`config.mk`:
```
export PLATFORM = sky130hd
export DESIGN_NAME = neuron_mac
export DESIGN_NICKNAME = d
export VERILOG_FILES = /design/src/rtl/neuron_pkg.sv /design/src/rtl/neuron_act.sv /design/src/rtl/neuron_mac.sv
export SDC_FILE = /design/constraint.sdc
export NUM_CORES = 1
export LEC_CHECK = 0
export CORE_UTILIZATION = 60
export DETAILED_ROUTE_END_ITERATION = 10
export PLACE_DENSITY = 0.8
export RECOVER_POWER = 100
export SLEW_MARGIN = 20
export SYNTH_ARGS = -nofsm -noshare
export SYNTH_HDL_FRONTEND = slang
export SYNTH_SLANG_ARGS = --single-unit
export TNS_END_PERCENT = 10
```
`constraint.sdc`:
```
create_clock -name clk -period 10.2 [get_ports clk]
set_input_delay 3.06 -clock clk [delete_from_list [all_inputs] [get_ports clk]]
set_output_delay 3.06 -clock clk [all_outputs]
set_load 0.01 [all_outputs]
```
`src/rtl/neuron_pkg.sv`:
```
// neuron_pkg: shared types and helpers for the neuron_mac block.
//   state_t   - control FSM states (IDLE, MAC, BIAS, OUT)
//   acc_width - accumulator width that holds N_IN full-width products
//               plus bias without overflow
package neuron_pkg;

  typedef enum logic [1:0] {
    IDLE = 2'd0,
    MAC  = 2'd1,
    BIAS = 2'd2,
    OUT  = 2'd3
  } state_t;

  function automatic int acc_width(input int n_in, input int dw);
    return 2 * dw + $clog2(n_in + 1);
  endfunction

endpackage

```
`src/rtl/neuron_act.sv`:
```
// neuron_act: combinational activation path.
//   Takes the biased accumulator sum, arithmetic-shifts it right by FRAC
//   (rounds toward minus infinity), applies ReLU and then either clamps
//   (NEURON_SAT_EN defined) or wraps to DW-1 bits with the MSB cleared.
// Ports:
//   sum  in   ACCW  signed accumulator + scaled bias
//   act  out  DW    activation, MSB always 0
// Build option: NEURON_SAT_EN enables saturation instead of wrap.
module neuron_act #(
  parameter int ACCW = 35,
  parameter int DW   = 16,
  parameter int FRAC = 8
) (
  input  logic signed [ACCW-1:0] sum,
  output logic        [DW-1:0]   act
);

  logic signed [ACCW-1:0] shifted;

  assign shifted = sum >>> FRAC;

`ifdef NEURON_SAT_EN
  localparam logic signed [ACCW-1:0] MAX_POS =
    {{(ACCW-DW+1){1'b0}}, {(DW-1){1'b1}}};

  always_comb begin
    // NOTE: the default assignment first guarantees every path drives act,
    // so no latch is inferred.
    act = '0;
    if (!shifted[ACCW-1]) begin
      if (shifted > MAX_POS) act = MAX_POS[DW-1:0];
      else                   act = shifted[DW-1:0];
    end
  end
`else
  // Upper bits are intentionally dropped by the wrap behaviour.
  logic unused_hi;
  assign unused_hi = ^shifted[ACCW-2:DW-1];

  always_comb begin
    act = '0;
    if (!shifted[ACCW-1]) act = {1'b0, shifted[DW-2:0]};
  end
`endif

endmodule

```
`src/rtl/neuron_mac.sv`:
```
// neuron_mac: single fixed-point neuron, sequential multiply-accumulate.
//   Accepts an N_IN-element vector, accumulates in[i]*w[i] one term per
//   cycle, adds the bias, and presents the ReLU activation until accepted.
// Ports:
//   clk, reset          clock, synchronous active-high reset
//   in_valid/in_ready   input vector handshake (ready only in IDLE)
//   in_data             packed signed inputs, element i at [i*DW +: DW]
//   w_we/w_addr/w_data  coefficient write (addr N_IN = bias), IDLE only
//   out_valid/out_ready result handshake
//   out_data            activation, held outside OUT
//   busy                high whenever not IDLE
// Build option: NEURON_SAT_EN (see neuron_act) selects clamp vs wrap.
module neuron_mac
  import neuron_pkg::*;
#(
  parameter int N_IN = 5,
  parameter int DW   = 16,
  parameter int FRAC = 8
) (
  input  logic                     clk,
  input  logic                     reset,
  input  logic                     in_valid,
  output logic                     in_ready,
  input  logic [N_IN*DW-1:0]       in_data,
  input  logic                     w_we,
  input  logic [$clog2(N_IN+1)-1:0] w_addr,
  input  logic [DW-1:0]            w_data,
  output logic                     out_valid,
  input  logic                     out_ready,
  output logic [DW-1:0]            out_data,
  output logic                     busy
);

  localparam int AW   = $clog2(N_IN + 1);
  localparam int ACCW = acc_width(N_IN, DW);

  state_t                 state, state_nxt;
  logic [N_IN*DW-1:0]     x_q;
  logic signed [DW-1:0]   w_q [N_IN];
  logic signed [DW-1:0]   bias_q;
  logic signed [ACCW-1:0] acc_q;
  logic [AW-1:0]          idx_q;

  logic signed [DW-1:0]   x_sel, w_sel;
  logic signed [2*DW-1:0] prod;
  logic signed [ACCW-1:0] sum;
  logic        [DW-1:0]   act;

  // Next state and state-decoded outputs.
  always_comb begin
    state_nxt = state;
    in_ready  = 1'b0;
    out_valid = 1'b0;
    busy      = 1'b1;
    unique case (state)
      IDLE: begin
        in_ready = 1'b1;
        busy     = 1'b0;
        if (in_valid) state_nxt = MAC;
      end
      MAC:  if (idx_q == AW'(N_IN - 1)) state_nxt = BIAS;
      BIAS: state_nxt = OUT;
      OUT: begin
        out_valid = 1'b1;
        if (out_ready) state_nxt = IDLE;
      end
      default: state_nxt = IDLE;
    endcase
  end

  // Select the current term by comparison so the index width never has to
  // match the array size exactly.
  always_comb begin
    x_sel = '0;
    w_sel = '0;
    for (int i = 0; i < N_IN; i++) begin
      if (idx_q == AW'(i)) begin
        x_sel = x_q[i*DW +: DW];
        w_sel = w_q[i];
      end
    end
  end

  assign prod = (2*DW)'(x_sel) * (2*DW)'(w_sel);
  assign sum  = acc_q + (ACCW'(bias_q) <<< FRAC);

  neuron_act #(
    .ACCW(ACCW),
    .DW  (DW),
    .FRAC(FRAC)
  ) u_act (
    .sum(sum),
    .act(act)
  );

  // NOTE: state registers use non-blocking assignments so every flop
  // samples pre-edge values regardless of statement order.
  always_ff @(posedge clk) begin
    if (reset) begin
      state    <= IDLE;
      x_q      <= '0;
      acc_q    <= '0;
      idx_q    <= '0;
      out_data <= '0;
      bias_q   <= '0;
      // NOTE: the coefficient array is cleared by reset, so it has to stay
      // in flops; a reset loop like this cannot map onto a RAM macro.
      for (int i = 0; i < N_IN; i++) w_q[i] <= '0;
    end else begin
      state <= state_nxt;

      // Coefficient writes only land while idle; that edge is also the one
      // that captures a same-cycle vector, which then sees the new value.
      if (state == IDLE && w_we) begin
        if (w_addr == AW'(N_IN)) bias_q <= w_data;
        for (int i = 0; i < N_IN; i++) begin
          if (w_addr == AW'(i)) w_q[i] <= w_data;
        end
      end

      unique case (state)
        IDLE: begin
          if (in_valid) begin
            x_q   <= in_data;
            acc_q <= '0;
            idx_q <= '0;
          end
        end
        MAC: begin
          acc_q <= acc_q + ACCW'(prod);
          idx_q <= idx_q + AW'(1);
        end
        BIAS:    out_data <= act;
        default: ;
      endcase
    end
  end

endmodule

```
## After elaboration in Yosys (flattened, before gate mapping)

Memories as Yosys holds them, arrays and structs flattened.
Cells that the tools add are included.

- Bits of input ports: 104
- Bits in writable memories: 80
- Memory bits (read-only): 0
- Bits in registers: 152
- Bits in latches: 0
- Memories: 1

Memories:

| name | words | bits a word | read ports | clocked after memory_dff | wr ports | line | source |
|---|---|---|---|---|---|---|---|
| w_q | 5 | 16 | 5 | 0 | 5 | neuron_mac.sv:39 | `logic signed [DW-1:0] w_q [N_IN];` |

- Mux-type cells: 49
- Div/mod/pow operators: 0
- Reductions and logical operators: 9
- Shift-type cells: 0
- Equal/unequal tests: 15
- $lt $le $gt $ge: 0
- Multiply operators: 1
- Bitwise gates (word level): 5
- Add/sub/neg operators: 3

Operators by type and width:

| cell | number |
|---|---|
| 16-bit 2-to-1 mux | 15 |
| 35-bit case mux with 2 select lines | 1 |
| 35-bit by 24-bit adder with 35-bit output | 1 |
| 35-bit by 32-bit adder with 35-bit output | 1 |
| 35-bit 2-to-1 mux | 1 |
| 16-bit by 16-bit multiplier with 32-bit output | 1 |
| 1-bit 2-to-1 mux | 25 |
| 15-bit 2-to-1 mux | 1 |
| 3-bit by 2-bit equality test with 1-bit output (second input constant) | 4 |
| 3-bit equality test (second input constant) | 3 |
| 2-bit case mux with 4 select lines | 1 |
| 3-bit by 1-bit equality test with 1-bit output (second input constant) | 2 |
| 3-bit zero test | 2 |
| 2-bit 2-to-1 mux | 3 |
| 2-bit != test (second input constant) | 3 |
| 3-bit case mux with 2 select lines | 1 |
| 2-bit AND reduction | 3 |
| 1-bit bitwise OR | 5 |
| 2-bit equality test (second input constant) | 2 |
| 3-bit by 1-bit adder with 3-bit output (second input constant) | 1 |
| 3-bit 2-to-1 mux | 1 |
| 3-bit AND reduction | 1 |
| 2-bit by 1-bit equality test with 1-bit output (second input constant) | 1 |
| 2-bit zero test | 1 |
| other kinds (2) | 2 |

## Depth between registers and ports, before layout

Gate-level depths: netlist of the first run.

- Depth in word-level cells: 9
- Depth in mapped cells: 31
- Mapped depth without buffers: 29

## Modules after synthesis

A second synthesis of the first run with hierarchy kept.

- Cells, all modules: 2,398
- Area total of the unflattened synthesis: 21,740.9 um^2

By module, submodules not included:

| module | instances | area each (um^2) | seq. area each (um^2) | cells an instance |
|---|---|---|---|---|
| neuron_mac | 1 | 21,597.0 | 5,445.2 | 2,380 |
| neuron_act | 1 | 143.9 | 0.0 | 18 |

## Worst setup path before layout of the first run

Ideal clock, no wire load.

- Kind: flip-flop to flip-flop
- Start: register idx_q[0]
- End: register acc_q[33]
- Data required time: 10.072 ns
- Buffers on the path: 3
- Arrival: 7.409 ns
- Setup slack: 2.662 ns
- Cell stages (with the launch flop): 27
- Library setup time: 0.128 ns
- Cells stage by stage: dfxtp_1 ha_1 ha_1 clkbuf_1 buf_1 buf_1 a21oi_1 a21oi_1 nand2_1 inv_1 fa_1 fa_1 fa_1 fa_1 fa_1 inv_1 fa_1 inv_1 ha_1 and4_1 nand4_1 o221ai_1 a2111oi_2 o311ai_0 a21oi_1 xor2_1 o21ai_0

- Cells in the longest elaborated chain, start to end: 9
- Elaborated cells between the ends (all ways): 18
- Classes of those cells: add/sub: 1; mul: 1; eq/ne: 4; mux: 11; reduce/logical: 1

RTL lines:

| element | line | source |
|---|---|---|
| from (decl) | neuron_mac.sv:42 | `logic [AW-1:0] idx_q;` |
| from (signal assigned) | neuron_mac.sv:131 | `idx_q <= idx_q + AW'(1);` |
| 3-bit zero test | neuron_mac.sv:77 | `if (idx_q == AW'(i)) begin` |
| 16-bit 2-to-1 mux (5 in series) | neuron_mac.sv:77 |  |
| 16-bit by 16-bit multiplier with 32-bit output (*) | neuron_mac.sv:84 | `assign prod = (2*DW)'(x_sel) * (2*DW)'(w_sel);` |
| 35-bit by 32-bit adder with 35-bit output (*) | neuron_mac.sv:130 | `acc_q <= acc_q + ACCW'(prod);` |
| 35-bit case mux with 2 select lines (*) | neuron_mac.sv:121 | `unique case (state)` |
| to (signal assigned) | neuron_mac.sv:130 |  |
| to (decl) | neuron_mac.sv:41 | `logic signed [ACCW-1:0] acc_q;` |

Every way passes the cells marked *; elsewhere a longest branch is shown, timed or not.
A chain may end at the register's enable or synchronous reset.

## Worst setup path in the final report of the first run

- Start: register idx_q[1]
- End: register acc_q[34]

Same word-level chain as after synthesis.

==> flow_metrics.tcl, run 1 <==
set metrics [dict create \
    status "finished, violations left" \
    violations "max-capacitance violations, max-slew violations" \
    synth.area.top_cells "fa_1 (29%), dfxtp_1 (14%), edfxtp_1 (11%)" \
    type_of_the_setup_path_with_the_least_slack "flip-flop to flip-flop" \
    cts.repair.resized 0 \
    final_max_slew_viol_count 217 \
    synth_top_cells_by_count "inv_1 (379), nand2_1 (363), fa_1 (311), nor2_1 (242), a21oi_1 (183)" \
    min_delay_path_depth 2 \
    worst_skew_pair.late_latency_ns 0.56 \
    drc 0 \
    postSynthCellCount 2348 \
    htree_levels 1 \
    start_util_pct 61.4 \
    cts-root-buf "clkbuf_16" \
    antenna_left 0 \
    fin_area_mm2 0.0239 \
    detailedRoute.firstPassIterationCount 6 \
    crit_path_end_kind "flip-flop" \
    critPathBufInv 7 \
    timing.critical_path.arrival_ns 9.51 \
    dr.first_iter.drc_count 1529 \
    design.final.nets 2989 \
    rsz_0062_raised_after_global_routing "no" \
    hold_buffers 0 \
    die_height_um 190 \
    synth.yosys.seq_area_share_pct 25.4 \
    core_area_mm2 0.0347 \
    critical-path-slowest-cell "a2111oi_0" \
    wire_length_of_the_first_global_routing_pass_um 94900 \
    rows 68 \
    synthToLayoutAreaGrowth_pct 11.9 \
    avgViaCountPerCell 5.90 \
    timing.setup.tns_ns 0 \
    max-clock-path-buffers 3 \
    drive_gt1_share_pct 3.99 \
    synthesis.area_mm2 0.0213 \
    postCtsSetupBuffers 0 \
    path_max_fanout 30 \
    achievable-frequency_ghz 0.110 \
    dr_total_vias 17165 \
    synth-seq-cells 231 \
    final.fill_count 2701 \
    final.period_utilization_pct 88.8 \
    grt_use_total_pct 33.7 \
    die_w_um 190 \
    worst_setup_hold_path_clk_slew_ns 0.06 \
    ioPinCount 123 \
    pin_count_of_the_biggest_net_entering_global_routing 97 \
    regToRegEndpoint "acc_q[34]$_SDFFE_PP0P_" \
    synth_top_area_cell "fa_1" \
    critPathTopFamily "adder cells" \
    dp_hpwl_um 45400 \
    globalRoute.totalOverflow 0 \
    fin_worst_skew_ns 0.0294 \
    post_layout_min_period_ns 9.06 \
    drv_cap 3 \
    count_of_flip_flops_with_a_built_in_enable_after_synthesis 80 \
    synth_ff_type "dfxtp_1" \
    tritoncts_buffer_count 26 \
    holdPathEnd "x_q[65]$_SDFFE_PP0P_" \
    netlist-cell-type-count 71 \
    crit-reg2reg-launch "idx_q[1]$_SDFFE_PP0P_" \
    actual_transition_at_the_worst_max_transition_pin_ns 4.31 \
    detail_route.wl_per_cell_um 20.0 \
    reg2reg_depth 28 \
    critPathMaxStageDelay_ns 0.92 \
    vias_in_the_first_global_route 17623 \
    post-synth-top-area-fraction_pct 29.2 \
    post_dp_cell_area_mm2 0.0230 \
    async_flop_share_pct 0 \
    routed_wirelength_um 58200 \
    io_buffer_count 121 \
    cts_tree "built" \
    cp-startpoint "idx_q[1]$_SDFFE_PP0P_" \
    syn-num-nets 2902 \
    final_setup_violation_count 0 \
    synth.yosys.warnings 0 \
    hold_crit_path_type "flip-flop to flip-flop" \
    dieArea_mm2 0.0363 \
    crit_path_start_kind "flip-flop" \
    count_of_final_hold_check_violations 0 \
    slew_headroom_pct -187 \
    worst-endpoint-required_ns 10.65 \
    synth_most_common_cell "inv_1" \
    r2r_slack_ns 1.14 \
    antenna_found_initial 1 \
    syn-mean-instance-area_um2 9.08 \
    gp_congestion 0.930 \
    min-delay-start "x_q[65]$_SDFFE_PP0P_" \
    cts_num_sinks 231 \
]
==> cell type report <==
| cell class | count | area [um^2] | area share (%) |
|---|---|---|---|
| timing repair buffer | 152 | 1430 | 6.00 |
| clock buffer | 40 | 759 | 3.18 |
| inverter | 379 | 1420 | 5.96 |
| antenna | 1 | 2.50 | 0.0105 |
| clock inverter | 7 | 100 | 0.419 |
| tap | 455 | 569 | 2.39 |
| multi-input combinational | 1645 | 14200 | 59.3 |
| sequential | 231 | 5430 | 22.7 |
==> cell families after synthesis <==
logic type | Yosys count | share of synthesized area [%]
adder cells (fa/ha/maj) | 450 | 37.4
flip-flops | 231 | 25.4
other | 1 | 0.0176
XOR/XNOR | 47 | 1.93
AO/OA/AOI/OAI | 395 | 11.9
buffers and inverters | 472 | 8.37
AND/OR/NAND/NOR | 748 | 14.7
multiplexers | 4 | 0.188
==> state kept, by name, indices dropped and copies added, names as in the netlist <==
signal,count
x_q,80
bias_q,16
w_q,80
acc_q,35
state,2
idx_q,3
out_data,15
==> worst max path at each step <==
stage	to	slack, ns	depth (start not counted)
after floorplan	acc_q[33]$_SDFFE_PP0P_	2.66	26
after global placement	acc_q[33]$_SDFFE_PP0P_	1.62	27
after detailed placement	acc_q[33]$_SDFFE_PP0P_	1.45	27
after CTS	acc_q[33]$_SDFFE_PP0P_	1.38	27
after global routing	acc_q[32]$_SDFFE_PP0P_	0.55	28
final	acc_q[34]$_SDFFE_PP0P_	1.14	28
==> tightest hold or removal path, delay by kind of cell, from the launching register on <==
| kind | cells | cell delay [ns] |
|---|---|---|
| flops | 1 | 0.31 |
| simple gates | 1 | 0.05 |
| compound gates | 1 | 0.05 |
==> placed cells by master (no fill, tap or decap), types with 13 or more instances in the layout <==
| master | netlist | final |
|---|---|---|
| a21o_1 | 34 | 34 |
| nor3_1 | 38 | 38 |
| edfxtp_1 | 80 | 80 |
| nand2_1 | 363 | 361 |
| inv_1 | 379 | 379 |
| clkbuf_16 | 0 | 26 |
| dlygate4sd3_1 | 0 | 20 |
| a221oi_1 | 30 | 30 |
| a21oi_1 | 183 | 178 |
| and2_0 | 0 | 16 |
| and2_1 | 34 | 17 |
| and3_1 | 17 | 17 |
| clkdlybuf4s50_1 | 0 | 100 |
| nor2_1 | 242 | 242 |
| dfxtp_1 | 151 | 151 |
| a22oi_1 | 18 | 18 |
| ha_1 | 139 | 138 |
| o21ai_0 | 35 | 35 |
| nand3_1 | 13 | 13 |
| xnor2_1 | 27 | 27 |
| buf_4 | 1 | 25 |
| xor2_1 | 20 | 20 |
| fa_1 | 311 | 311 |
==> through the flow <==
step	setup slack (ns)	instances	utilization [%]	hold slack [ns]
2_1_floorplan	2.66	2348	-	0.433
3_3_place_gp	1.62	2862	66.3	0.443
3_5_place_dp	1.45	2862	66.3	0.448
4_1_cts	1.38	2909	68.8	0.455
5_1_grt	0.549	2909	68.7	0.469
6_report	1.14	2910	68.7	0.455
==> metal layers <==
| layer | vias to the layer above | track usage [%] | part of all wire (%) |
|---|---|---|---|
| li1 | 7699 | - | - |
| met1 | 8518 | 47.6 | 42 |
| met2 | 822 | 53.6 | 46 |
| met3 | 126 | 6.07 | 8.9 |
| met4 | 0 | 9.14 | 2.9 |
| met5 | - | 0 | 0 |
Power of run 1 is not shown: default switching activity piles up to over one toggle a cycle in this logic, so the estimate is an artifact.
==> run 2, diff against run 1 <==
==> constraint.sdc (replaced) <==
create_clock -name clk -period 10.8 [get_ports clk]
set_input_delay 3.24 -clock clk [delete_from_list [all_inputs] [get_ports clk]]
set_output_delay 3.24 -clock clk [all_outputs]
set_load 0.01 [all_outputs]
==> flow_metrics.tcl, run 2 (same netlist as run 1, synthesis figures left out) <==
set metrics [dict create \
    status "finished, violations left" \
    violations "max-capacitance violations, max-slew violations" \
    postCtsSetupBuffers 0 \
    timing.critical_path.arrival_ns 10.08 \
    die_height_um 190 \
    dp_hpwl_um 45200 \
    fin_area_mm2 0.0239 \
    crit-reg2reg-launch "idx_q[0]$_SDFFE_PP0P_" \
    dr.first_iter.drc_count 1761 \
    design.final.nets 2983 \
    detailedRoute.firstPassIterationCount 9 \
    antenna_left 0 \
    final_max_slew_viol_count 217 \
    regToRegEndpoint "acc_q[33]$_SDFFE_PP0P_" \
    hold_crit_path_type "flip-flop to flip-flop" \
    die_w_um 190 \
    core_area_mm2 0.0347 \
    worst-endpoint-required_ns 11.23 \
    cts.repair.resized 0 \
    final.period_utilization_pct 89.3 \
    post_dp_cell_area_mm2 0.0230 \
    met2_length_um 26300 \
    slew_headroom_pct -179 \
    mostFrequentLayoutCell "inv_1" \
    postLayoutSetupSlackWorst_ns 1.15 \
    reg2reg_depth 27 \
    wirelength_met1_um 24400 \
    worst_setup_hold_path_clk_slew_ns 0.06 \
    cts_tree "built" \
    pin_count_of_the_biggest_net_entering_global_routing 94 \
    ioPinCount 123 \
    grt_use_total_pct 33.2 \
    start_util_pct 61.4 \
    synthToLayoutAreaGrowth_pct 12.0 \
    min-delay-start "x_q[67]$_SDFFE_PP0P_" \
    htree_levels 1 \
    dr_total_vias 16957 \
    cts-root-buf "clkbuf_16" \
    rsz_0062_raised_after_global_routing "no" \
    drv_cap 3 \
    worst_setup_path_endpoint "acc_q[33]$_SDFFE_PP0P_" \
    cp-startpoint "idx_q[0]$_SDFFE_PP0P_" \
    drc 0 \
    crit_path_start_kind "flip-flop" \
    max-clock-path-buffers 3 \
    cts_num_sinks 231 \
    rows 68 \
    most-common-layout-cells "inv_1 (379), nand2_1 (361), fa_1 (311)" \
    path_max_fanout 16 \
    antenna_found_initial 1 \
    io_buffer_count 121 \
    vias_in_the_first_global_route 17535 \
    globalRoute.totalOverflow 0 \
    post_layout_min_period_ns 9.65 \
    count_of_final_hold_check_violations 0 \
    top_layer_used "met4" \
    wire_length_of_the_first_global_routing_pass_um 93200 \
    met3_wire_length_um 5170 \
    achievable-frequency_ghz 0.104 \
    routed_wirelength_um 57500 \
    drive_gt1_share_pct 3.84 \
    tritoncts_buffer_count 26 \
    type_of_the_setup_path_with_the_least_slack "flip-flop to flip-flop" \
    timing.setup.tns_ns 0 \
    dieArea_mm2 0.0363 \
    actual_transition_at_the_worst_max_transition_pin_ns 4.19 \
    r2r_slack_ns 1.15 \
    hold_buffers 0 \
    gp_congestion 0.967 \
    worst_skew_pair.late_latency_ns 0.57 \
    final_setup_violation_count 0 \
    avgViaCountPerCell 5.84 \
    dp_slack_ns 1.80 \
    top_regs "w_q: 80 flops, x_q: 80 flops, acc_q: 35 flops" \
    fin_worst_skew_ns 0.0309 \
    crit_path_end_kind "flip-flop" \
    detail_route.wl_per_cell_um 19.8 \
]
==> run 2: changes by cell type in the layout (fill, tap and decap cells not counted), moves of 2 or more <==
cell       before  now
clkbuf_2        2    0
bufinv_16       1    3
buf_4          25   19
clkbuf_8        5    3
clkinv_2        0    4
==> run 2: per-layer routing <==
metal	vias up	GRT usage [%]
met5	-	0
met4	0	9.29
met3	122	6.07
met2	799	52.1
met1	8330	47.3
li1	7706	-
==> run 2: critical path, cell delays in order (launching register included) <==
cell       delay, ns
dfxtp_1         0.35
inv_1           0.11
ha_1            0.24
nor3b_2         0.88
clkbuf_1        0.75
a221oi_1        0.21
nor3_1          0.17
a21oi_1         0.09
a21oi_2         0.57
nand2_1         0.18
inv_1           0.13
fa_1            0.56
fa_1            0.91
fa_1            0.53
fa_1            0.50
fa_1            0.49
inv_1           0.05
fa_1            0.51
inv_1           0.06
ha_1            0.37
and4_1          0.26
nand4_1         0.12
o221ai_1        0.19
a2111oi_2       0.57
o311ai_0        0.26
a21oi_1         0.21
xor2_1          0.15
o21ai_0         0.08
==> run 2: per-stage QoR <==
stage / std cells / utilization (%) / hold slack, ns
after floorplan: 2348 / - / 0.433
after global placement: 2856 / 66.2 / 0.444
after detailed placement: 2856 / 66.2 / 0.447
after CTS: 2904 / 68.8 / 0.455
after global routing: 2905 / 68.8 / 0.471
final: 2905 / 68.8 / 0.453
==> run 2: worst min-delay path by stage <==
stage	end	slack (ns)	depth (start not counted)
after detailed placement	x_q[67]$_SDFFE_PP0P_	0.45	2
after CTS	x_q[57]$_SDFFE_PP0P_	0.46	2
after global placement	x_q[53]$_SDFFE_PP0P_	0.44	2
after floorplan	x_q[64]$_SDFFE_PP0P_	0.43	2
final	x_q[67]$_SDFFE_PP0P_	0.45	2
after global routing	x_q[33]$_SDFFE_PP0P_	0.47	2
==> run 2: final cells by class <==
class	instances	area, um^2
multi-input combinational	1645	14200
clock buffer	34	732
clock inverter	14	188
timing repair buffer	146	1370
antenna	1	2.50
sequential	231	5430
inverter	379	1420
fill	2679	10800
tap	455	569
Power of run 2 is left out for the same reason.
